<file path="src/rtl/fpu_addsub_arbiter.sv">
// Shares one pipelined FP add/sub unit between NUM_REQ requesters, with an ID tag pipeline steering results back.
// Define FPU_ARB_FIXED_PRI_EN for fixed lowest-index-wins priority; the default build is round-robin.
module fpu_addsub_arbiter #(
  parameter int NUM_REQ = 4,
  parameter int LAT     = 4
) (
  input  logic                  clk,
  input  logic                  rst_n,
  input  logic [NUM_REQ-1:0]    req_valid,
  output logic [NUM_REQ-1:0]    req_ready,
  input  logic [NUM_REQ*32-1:0] req_opa,
  input  logic [NUM_REQ*32-1:0] req_opb,
  input  logic [NUM_REQ-1:0]    req_add,
  output logic [31:0]           fpu_opa,
  output logic [31:0]           fpu_opb,
  output logic                  fpu_add,
  output logic                  fpu_issue,
  input  logic [31:0]           fpu_result,
  output logic [NUM_REQ-1:0]    rsp_valid,
  output logic [NUM_REQ*32-1:0] rsp_data,
  input  logic [NUM_REQ-1:0]    rsp_ready
);
  localparam int ID_W = $clog2(NUM_REQ);

  logic [NUM_REQ-1:0]    busy_q, busy_d;
  logic [NUM_REQ-1:0]    elig;
  logic                  grant_vld;
  logic [ID_W-1:0]       grant_id;
  logic [31:0]           fpu_opa_q, fpu_opa_d;
  logic [31:0]           fpu_opb_q, fpu_opb_d;
  logic                  fpu_add_q, fpu_add_d;
  logic                  fpu_issue_q, fpu_issue_d;
  logic [ID_W-1:0]       issue_id_q, issue_id_d;
  logic                  tag_vld_q [LAT];
  logic                  tag_vld_d [LAT];
  logic [ID_W-1:0]       tag_id_q  [LAT];
  logic [ID_W-1:0]       tag_id_d  [LAT];
  logic [NUM_REQ-1:0]    rsp_valid_q, rsp_valid_d;
  logic [NUM_REQ*32-1:0] rsp_data_q, rsp_data_d;

  assign elig      = req_valid & ~busy_q;
  assign grant_vld = |elig;

`ifdef FPU_ARB_FIXED_PRI_EN
  always_comb begin
    grant_id = '0;
    for (int k = NUM_REQ - 1; k >= 0; k--)
      if (elig[k]) grant_id = ID_W'(k);
  end
`else
  logic [ID_W-1:0]      ptr_q, ptr_d;
  logic [2*NUM_REQ-1:0] elig_rot;
  logic [ID_W:0]        rr_sum;

  // Rotate eligibility so bit 0 is the requester at ptr; the lowest set bit of the rotation wins.
  always_comb begin
    elig_rot = {elig, elig} >> ptr_q;
    rr_sum   = '0;
    for (int k = NUM_REQ - 1; k >= 0; k--)
      if (elig_rot[k]) rr_sum = {1'b0, ptr_q} + (ID_W+1)'(k);
    grant_id = (rr_sum >= (ID_W+1)'(NUM_REQ)) ? ID_W'(rr_sum - (ID_W+1)'(NUM_REQ))
                                              : ID_W'(rr_sum);
    ptr_d = ptr_q;
    if (grant_vld)
      ptr_d = (grant_id == ID_W'(NUM_REQ - 1)) ? '0 : grant_id + ID_W'(1);
  end

  always_ff @(posedge clk) begin
    if (!rst_n) ptr_q <= '0;
    else        ptr_q <= ptr_d;
  end
`endif

  always_comb begin
    for (int i = 0; i < NUM_REQ; i++)
      req_ready[i] = grant_vld && (grant_id == ID_W'(i));
  end

  // NOTE: every variable gets a default before any conditional update, so no latch is inferred.
  always_comb begin
    fpu_opa_d   = fpu_opa_q;
    fpu_opb_d   = fpu_opb_q;
    fpu_add_d   = fpu_add_q;
    fpu_issue_d = grant_vld;
    issue_id_d  = issue_id_q;
    for (int i = 0; i < NUM_REQ; i++) begin
      if (req_ready[i]) begin
        fpu_opa_d  = req_opa[32*i +: 32];
        fpu_opb_d  = req_opb[32*i +: 32];
        fpu_add_d  = req_add[i];
        issue_id_d = ID_W'(i);
      end
    end

    // The last tag stage lines up with fpu_result.
    tag_vld_d[0] = fpu_issue_q;
    tag_id_d[0]  = issue_id_q;
    for (int s = 1; s < LAT; s++) begin
      tag_vld_d[s] = tag_vld_q[s-1];
      tag_id_d[s]  = tag_id_q[s-1];
    end

    busy_d      = (busy_q | (req_valid & req_ready)) & ~(rsp_valid_q & rsp_ready);
    rsp_valid_d = rsp_valid_q & ~rsp_ready;
    rsp_data_d  = rsp_data_q;
    for (int i = 0; i < NUM_REQ; i++) begin
      if (tag_vld_q[LAT-1] && (tag_id_q[LAT-1] == ID_W'(i))) begin
        rsp_valid_d[i]         = 1'b1;
        rsp_data_d[32*i +: 32] = fpu_result;
      end
    end
  end

  // NOTE: state is updated with non-blocking assignments so every flop samples pre-edge values.
  always_ff @(posedge clk) begin
    if (!rst_n) begin
      busy_q      <= '0;
      fpu_opa_q   <= '0;
      fpu_opb_q   <= '0;
      fpu_add_q   <= 1'b0;
      fpu_issue_q <= 1'b0;
      issue_id_q  <= '0;
      rsp_valid_q <= '0;
      // NOTE: result registers are visible on ports, so they are reset, unlike a plain data buffer.
      rsp_data_q  <= '0;
      for (int s = 0; s < LAT; s++) begin
        tag_vld_q[s] <= 1'b0;
        tag_id_q[s]  <= '0;
      end
    end else begin
      busy_q      <= busy_d;
      fpu_opa_q   <= fpu_opa_d;
      fpu_opb_q   <= fpu_opb_d;
      fpu_add_q   <= fpu_add_d;
      fpu_issue_q <= fpu_issue_d;
      issue_id_q  <= issue_id_d;
      rsp_valid_q <= rsp_valid_d;
      rsp_data_q  <= rsp_data_d;
      tag_vld_q   <= tag_vld_d;
      tag_id_q    <= tag_id_d;
    end
  end

  assign fpu_opa   = fpu_opa_q;
  assign fpu_opb   = fpu_opb_q;
  assign fpu_add   = fpu_add_q;
  assign fpu_issue = fpu_issue_q;
  assign rsp_valid = rsp_valid_q;
  assign rsp_data  = rsp_data_q;
endmodule

</file>
<file path="config.mk">
export PLATFORM = sky130hd
export DESIGN_NAME = fpu_addsub_arbiter
export DESIGN_NICKNAME = d
export VERILOG_FILES = /design/src/rtl/fpu_addsub_arbiter.sv
export SDC_FILE = /design/constraint.sdc
export NUM_CORES = 1
export LEC_CHECK = 0
export CORE_AREA = 2 2 196 198
export DETAILED_ROUTE_END_ITERATION = 8
export DIE_AREA = 0 0 198 200
export PLACE_DENSITY = 0.56
export SETUP_SLACK_MARGIN = 0.05
export SLEW_MARGIN = 15
export SYNTH_ARGS = -nofsm -noshare
export SYNTH_HDL_FRONTEND = slang
export SYNTH_SLANG_ARGS = --single-unit
</file>
<file path="constraint.sdc">
create_clock -name clk -period 2.75 [get_ports clk]
set_input_delay 0.4125 -clock clk [delete_from_list [all_inputs] [get_ports clk]]
set_output_delay 0.4125 -clock clk [all_outputs]
set_load 0.02 [all_outputs]
</file>
==> summary.md <==
| Metric | Value |
|---|---|
| Reg area | 4360 µm² |
| Worst path cell trace | clkdlybuf4s50_1 -> and3b_1 -> o21ai_1 -> a21oi_2 -> a21oi_2 -> ha_2 -> and2_1 -> dlygate4sd2_1 |
| Grt ovf | 0 |
| Layout Skew | between 0.01 and 0.015 ns |
| Gr usage total | around a fifth |
| Syn Area/Cell | 8.54 µm² |
| Reg2reg start | busy_q[0]$_SDFF_PN0_ |
| Hold Vio Cnt, Final | 0 |
| Post-synth EDFFs | 0 |
| Top_reg_cell synth | dfxtp_1 |
| Initial Util | 26.5% |
| Startpoint types | input pin |
| Relative slew slack | 43.7% |
| Mapped Cells | 1161 |
| Met1 wire length | 16800 µm |
| Sw frac | 34.8% |
| Synth top area share | 44.0% |
| I/O pin cnt | approximately 500 |
| Synth area leader | dfxtp_1 |
| Leakage | 5.68 nW |
| Max-cap violations | 0 |
| Top-count cell post-synth | nand2_1 |
| Syn nets | about 1500 |
| Critical path data required time | 2.34 ns |
| WL met3 | about 3300 µm |
| CTS root buf | clkbuf_16 |
| Max-slew violation count | 0 |
| Most frequent CP cell | a21oi_2 |
| Status | completed |
| Met2 WL | 20000 µm |
| DR vias/cell | 4.65 |
| Worst slew pin tran | 0.844 ns |
| Ys async rst share | 0% |
| Top sig layer | met5 |
| CTS tree | done |
| Mapped Area | 9920 µm² |
| Clk buf depth | 3 |
| Die Span X | a little under 200 µm |
| Clock power share | 26.3% |
| Post-route cell area | 16500 µm² |
| Hold Crit Class | input pin to flop |
| Port Buffers | 503 |
| WL/cell | 19.0 µm |
| CTS H-tree depth | 1 |
| Worst reg-to-reg path cell count | 12 |
| Synth top cells by count | nand2_1, dfxtp_1, a21boi_0 |
| DP HPWL | between 30000 and 40000 µm |
| Nets | 1949 |
| Worst-Skew Late Latency | 0.54 ns |
| Yosys warns | 0 |
| 1st-pass router iterations | 4 |
| Hold WS | 0.333 ns |
| Type of the worst setup path | input pin to output port |
| Tot Pwr | 0.0123 W |
| Die Y | 200 µm |
| Final wirelength | ~40000 µm |
| Last element of the critical path | req_ready[2] |
| Net Switching | roughly 0.0043 W |
| Gate power share | a little over two fifths |
| Seq pwr share | 31.4% |
| Worst path arrival time | approximately 2.2 ns |
| Die area | 39600 µm² |
| Synthesis-to-layout area growth | 66.5% |
| Slowest-stage cell, CP | clkdlybuf4s50_1 |
| Crit path from | req_valid[0] |
| Setup crit end kind | output port |
| Via count | 10100 |
| Peak supply drop | 0.508 mV |
| Final setup viols | 0 |
| Synth cell types | 38 |
| Crit path max fanout | 3 |
| R2r setup slk | 0.37 ns |
| Detailed Route Iter0 Violations | around 340 |
| Largest net degree at the start of global routing | 86 |
| Final worst path period share | 95.1% |
| Clk slew on worst S/H paths | approximately 0.060 ns |
| FF-to-FF End | issue_id_q[1]$_SDFFE_PN0P_ |
| Yosys reg bits | 218 |
| Fmax | 0.383 GHz |
| DP Worst Slack | -0.453 ns |
| Layout cells sized above 1 | 9.70% |
| Multi-input gate area in the final layout | 5150 µm² |
| Post-synthesis sequential area ratio | 44.0% |
| Initial antenna violation count | 5 |
| Core ar. | 37400 µm² |
| ANT nets after route | 0 |
| Post-CTS setup buffer count | 0 |
| Residual DRC | 0 |
| Internal | 0.00800 W |
| Number of clock sinks | 218 |
| CTS Buf Count | 25 |
| Fillcell total | roughly 3700 |
| Post-Place Cell Area | 15700 µm² |
| Slack of the critical path | 0.136 ns |
| Vias in the first global route | 9808 |
| Global placer's final weighted congestion | 0.805 |
| RSZ-0062 raised after global routing | yes |
| First-pass GRT wire length | 59400 µm |
| Setup Total Neg Slack | 0 ns |
| Pwr/cell area | 743 nW/µm² |
| Synth top area cells | dfxtp_1, nand2_1, a21boi_0 |
| Tmin final | 2.61 ns |
| Site Rows | 71 |
| CP max stage delay | 0.48 ns |
[worst min-delay path by stage]
stage               depth (start not counted)                    start                 endpoint  slack, ns
finish                                      3                    rst_n     busy_q[3]$_SDFF_PN0_       0.33
detailed placement                          1  tag_vld_d[2]$_SDFF_PN0_  tag_vld_d[1]$_SDFF_PN0_       0.42
floorplan                                   1   tag_id_d[2]$_SDFF_PN0_   tag_id_d[0]$_SDFF_PN0_       0.41
global placement                            1  tag_vld_d[2]$_SDFF_PN0_  tag_vld_d[1]$_SDFF_PN0_       0.42
CTS                                         3                    rst_n     busy_q[3]$_SDFF_PN0_       0.32
global route                                3                    rst_n     busy_q[3]$_SDFF_PN0_       0.36
[cells in the final DEF, fill, tap and decap left out, types with 7 or more instances in the layout]
master and n:
clkdlybuf4s50_1 498, nand2_1 305, dfxtp_1 218, a21boi_0 125, o21ai_0 106, mux2i_1 74, a21oi_1 72, buf_4 44
mux2_2 28, o21ai_1 27, clkbuf_16 25, a221oi_2 20, and2_1 17, buf_12 11, a21boi_1 9, a221oi_1 8
nand2b_1 7, clkbuf_1 7
[final cells by class]
class | count | share of cell area (%)
antenna | 2 | 0.0303
clock buffer | 38 | 4.45
clock inverter | 6 | 0.295
inverter | 1 | 0.0227
multi-input combinational | 840 | 31.2
sequential | 218 | 26.4
tap | 511 | 3.87
timing repair buffer | 557 | 33.7
[registers in the layout (all words and copies together), names as in the netlist]
signal,count
tag_id_d,6
fpu_add,1
tag_vld_q,1
rsp_valid,4
tag_id_q,2
issue_id_q,2
fpu_issue,1
fpu_opb,32
ptr_q,2
tag_vld_d,3
busy_q,4
rsp_data,128
fpu_opa,32
[kinds of logic after synthesis]
kind of cell / Yosys count / synth area share, %
adders and majority gates: 4 / 0.505
and+or+nand+nor: 356 / 14.8
muxes: 102 / 10.6
buffers and inverters: 103 / 5.06
AOI/OAI and AO/OA: 378 / 25.0
DFF: 218 / 44.0
[power by group through the flow]
stage          Combinational, W  Sequential (W)  Clock, W
2_1_floorplan           0.00230         0.00431         0
3_3_place_gp            0.00521         0.00390         0
3_5_place_dp            0.00523         0.00389         0
4_1_cts                 0.00524         0.00385   0.00334
5_1_grt                 0.00559         0.00390   0.00344
6_report                0.00519         0.00386   0.00323
[metrics by stage]
stage | std cells | util (%)
2_1_floorplan | 1161 | -
3_3_place_gp | 2127 | 42.0
3_5_place_dp | 2127 | 42.0
4_1_cts | 2171 | 44.1
5_1_grt | 2171 | 44.1
6_report | 2173 | 44.2
[timing repair]
action | 4_1_cts | 5_1_grt
endpoints found under the setup margin | 4 | 5
pin swaps | 0 | 1
gates resized for setup | 13 | 10
hold buffers | 0 | 0
[worst max-delay path, delay by kind of cell]
kind	cells	cell delay, ns
simple gates	2	0.32
buf+inv	2	0.84
fa+ha+maj	1	0.20
compound gates	3	0.43
[layer usage]
metal  up-vias  GRT usage [%]
met4         8           4.40
li1       4967              -
met5         -              0
met2       362           34.8
met1      4716           23.3
met3        60           5.83
No activity file was read; power rests on OpenSTA's default activity.
==> variant 1 (same settings) <==
The parameter `LAT` goes from 4 to 2.
--- a/src/rtl/fpu_addsub_arbiter.sv
+++ b/src/rtl/fpu_addsub_arbiter.sv
@@ -2,7 +2,7 @@
 // Define FPU_ARB_FIXED_PRI_EN for fixed lowest-index-wins priority; the default build is round-robin.
 module fpu_addsub_arbiter #(
   parameter int NUM_REQ = 4,
-  parameter int LAT     = 4
+  parameter int LAT     = 2
 ) (
   input  logic                  clk,
   input  logic                  rst_n,
Check against the original RTL: not equivalent (Yosys sat finds a counterexample within 10 cycles, from zero or initial values and one cycle with rst_n low).
==> variant 1 against the unedited design <==
- total power fell by 0.58%
- first-iteration DRC count rose by 0.87%
- area after synthesis fell by 1.2%
- routed wire length rose by 1.2%
- sequential cell count fell by 6
- cell area fell by 0.97%
- worst setup slack got worse by 0.0040 ns
- non-clock buffer count fell by 3
- largest cell class unchanged
- largest power group unchanged
==> variant 1: results (changes against the unedited design) <==
[outcome]
outcome=finished clean

[pwr]
p_comb_mw=4.99  ; -3.9%
vdd_drop_max_mv=0.4226  ; -17%
seqPwrFrac=0.305  ; -0.009

[grt]
grt_pass1_wl_um=60910  ; +2.5%
grt_usage=0.2006  ; +0.004477

[placement]
dp_cells=2124  ; -0.14%
dp_hpwl_um=30840  ; +2.4%
post-place-ws_ns=-0.5171  ; -0.06378 ns
dpl-instance-area_um2=15350  ; -2.2%

[logic_synthesis]
avgSynthCellArea_um2=8.347  ; -2.3%
synth-compound-area-share=0.2490  ; -0.0008953
synthTopCellsByArea=dfxtp_1, nand2_1, mux2i_1
yosysSeqAreaShare=0.4331  ; -0.006865

[critical_path]
crit_path_max_incr_delay_ns=0.50  ; +0.02 ns
startpoint=req_valid[1]
endpoint=req_ready[0]

[routing]
vias_per_cell=4.609  ; -0.96%
drtPass1Iterations=5  ; +1
wl_met2_um=20460  ; +2.1%

[clock_network]
numCtsBuffers=26  ; +4.0%

[hold_path]
holdPathEnd=fpu_opb[13]

[sta]
finalClockSkew_ns=0.009939  ; -0.0005869 ns

[cells_and_area]
finalNonFillerCells=2186  ; +0.60%
drive_gt1_frac=0.08503  ; -0.01196

variant 1: changes by cell type after synthesis, sizes merged, moves of 2 or more:
cell	before	now
dfxtp	218	212
nand2	305	334
o21ai	135	104
buf	51	69
nand3	3	1
clkbuf	51	36
nand3b	1	29
and2	17	11
nor2b	6	1
nor3	0	2
a21oi	74	99
mux2	28	0
variant 1: cell type report:
class / count / area, um^2
diodes: 5 / 12.51
flip-flops and latches: 212 / 4244
well taps: 511 / 639.4
fillers: 3720 / 21040
clock buffers: 34 / 710.7
clock inverters: 13 / 156.4
repair buffers: 554 / 5537
multi-input cells: 855 / 5049
inverters: 2 / 7.507
variant 1: stage by stage:
stage	power (mW)	hold WS [ns]
finish	12.20	0.3454
global route	12.89	0.3525
CTS	12.21	0.3250
detailed placement	8.632	0.4290
global placement	8.585	0.4231
floorplan	6.528	0.4119
variant 1: timing repair:
item,4_1_cts,5_1_grt
endpoints found under the setup margin,5,17
cloned,0,2
pin swaps,2,2
resized for setup,23,6
buffers inserted,0,8
==> variant 2 (config.mk and constraints unchanged) <==
Made on the original files. Make the reset (`rst_n`) asynchronous in 2 clocked blocks.
--- a/src/rtl/fpu_addsub_arbiter.sv
+++ b/src/rtl/fpu_addsub_arbiter.sv
@@ -65,7 +65,7 @@
       ptr_d = (grant_id == ID_W'(NUM_REQ - 1)) ? '0 : grant_id + ID_W'(1);
   end
 
-  always_ff @(posedge clk) begin
+  always_ff @(posedge clk or negedge rst_n) begin
     if (!rst_n) ptr_q <= '0;
     else        ptr_q <= ptr_d;
   end
@@ -112,7 +112,7 @@
   end
 
   // NOTE: state is updated with non-blocking assignments so every flop samples pre-edge values.
-  always_ff @(posedge clk) begin
+  always_ff @(posedge clk or negedge rst_n) begin
     if (!rst_n) begin
       busy_q      <= '0;
       fpu_opa_q   <= '0;
Check against the original RTL: differs if rst_n is asserted again (counterexample within 4 cycles, from zero or initial values and one cycle with rst_n low); with rst_n held inactive, the same outputs for 4 cycles.
==> variant 2 against the unedited design <==
- sequential share of layout area is 4.5 points higher
- count of clock-buffer cells in the layout is 3 lower
- area after synthesis is 9.9% higher
- worst setup slack better by 0.0091 ns
- routed wire length hardly changed
- die area stayed put
- cell area is 6.8% higher
- sequential cell count stayed put
- critical endpoint unchanged
- highest routed layer is now met4
Power is not compared: it rests on default switching activity, and its combinational part moved more than twofold at a synthesized area within 25%.
==> variant 2: results (changes against the unedited design) <==
[routing]
wl_met2_um=20510  ; +2.3%
post_drt_wl_per_cell_um=21.63  ; +14%
met1_length_um=15970  ; -4.9%
drt_iter0_drc=350  ; +1.7%

[outcome]
outcome=finished clean

[placement]
gp_congestion=0.7975  ; -0.89%
dpl-instance-area_um2=16540  ; +5.4%

[logic_synthesis]
synthMuxAreaShare=0.2014  ; +0.09490
synthTopCellsByArea=dfrtp_1, mux2_2, a2bb2oi_1
synth-compound-area-share=0.1604  ; -0.08950
yosysSeqAreaShare=0.5005  ; +0.06056
synth_cell_type_count=36  ; -5.3%
synth_top_flop_cell=dfrtp_1

[critical_path]
r2r_slack_ns=0.26  ; -0.11 ns
crit_path_max_incr_delay_ns=0.41  ; -0.07 ns
rr_worst_depth=9  ; -3
startpoint=ptr_q[1]

[cells_and_area]
drive_gt1_frac=0.2202  ; +0.1232
clkCellAreaFrac=0.05150  ; +0.004076
multi_input_area_share=0.2875  ; -0.02424
diodes=8  ; +6
bufAreaShareNonClock=0.3127  ; -0.02466
multi_input_gates=567  ; -33%
finalNetCount=1674  ; -14%
finalNonFillerCells=1904  ; -12%

[hold_path]
holdPathEnd=tag_id_d[0]
whs_path_depth=0  ; -3

[sta]
finalClockSkew_ns=0.01217  ; +0.001641 ns
slew-limit-headroom=0.4589  ; +0.02142
worst_hold_slack_ns=0.3445  ; +0.01135 ns

[grt]
grt_pass1_wl_um=60710  ; +2.2%
grt_antenna_before_repair=6  ; +1

## variant 2: cell types whose count changed after synthesis, moves of 65 or more
cell	change
dfrtp_1	+218
o21ai_0	-104
mux2i_1	-73
mux2_2	+163
a2bb2oi_1	+65
nand2_1	-304
a21boi_0	-125
o211ai_1	+65
dfxtp_1	-218
a21oi_1	-65
## variant 2: worst reg2reg max path, stage by stage, from the launching register on
cell and delay, ns:
dfrtp_1 0.41, nand2b_2 0.19, o21a_1 0.20, o22ai_1 0.27, ha_4 0.20, buf_4 0.12
buf_4 0.24, mux2_2 0.37, o211ai_1 0.26, a2bb2oi_1 0.11
## variant 2: per-layer routing
layer,GRT usage,vias to the layer above
met1,0.2413,4578
met4,0.05931,0
li1,-,4290
met5,0,-
met3,0.06552,45
met2,0.3443,382
## variant 2: what timing repair did
action,in CTS,in global routing
hold buffers,1,0
endpoints found under the setup margin,4,11
resized for setup,24,14
cloned,0,1
hold endpoints to repair,218,0
setup buffers,4,2
pin swaps,1,3
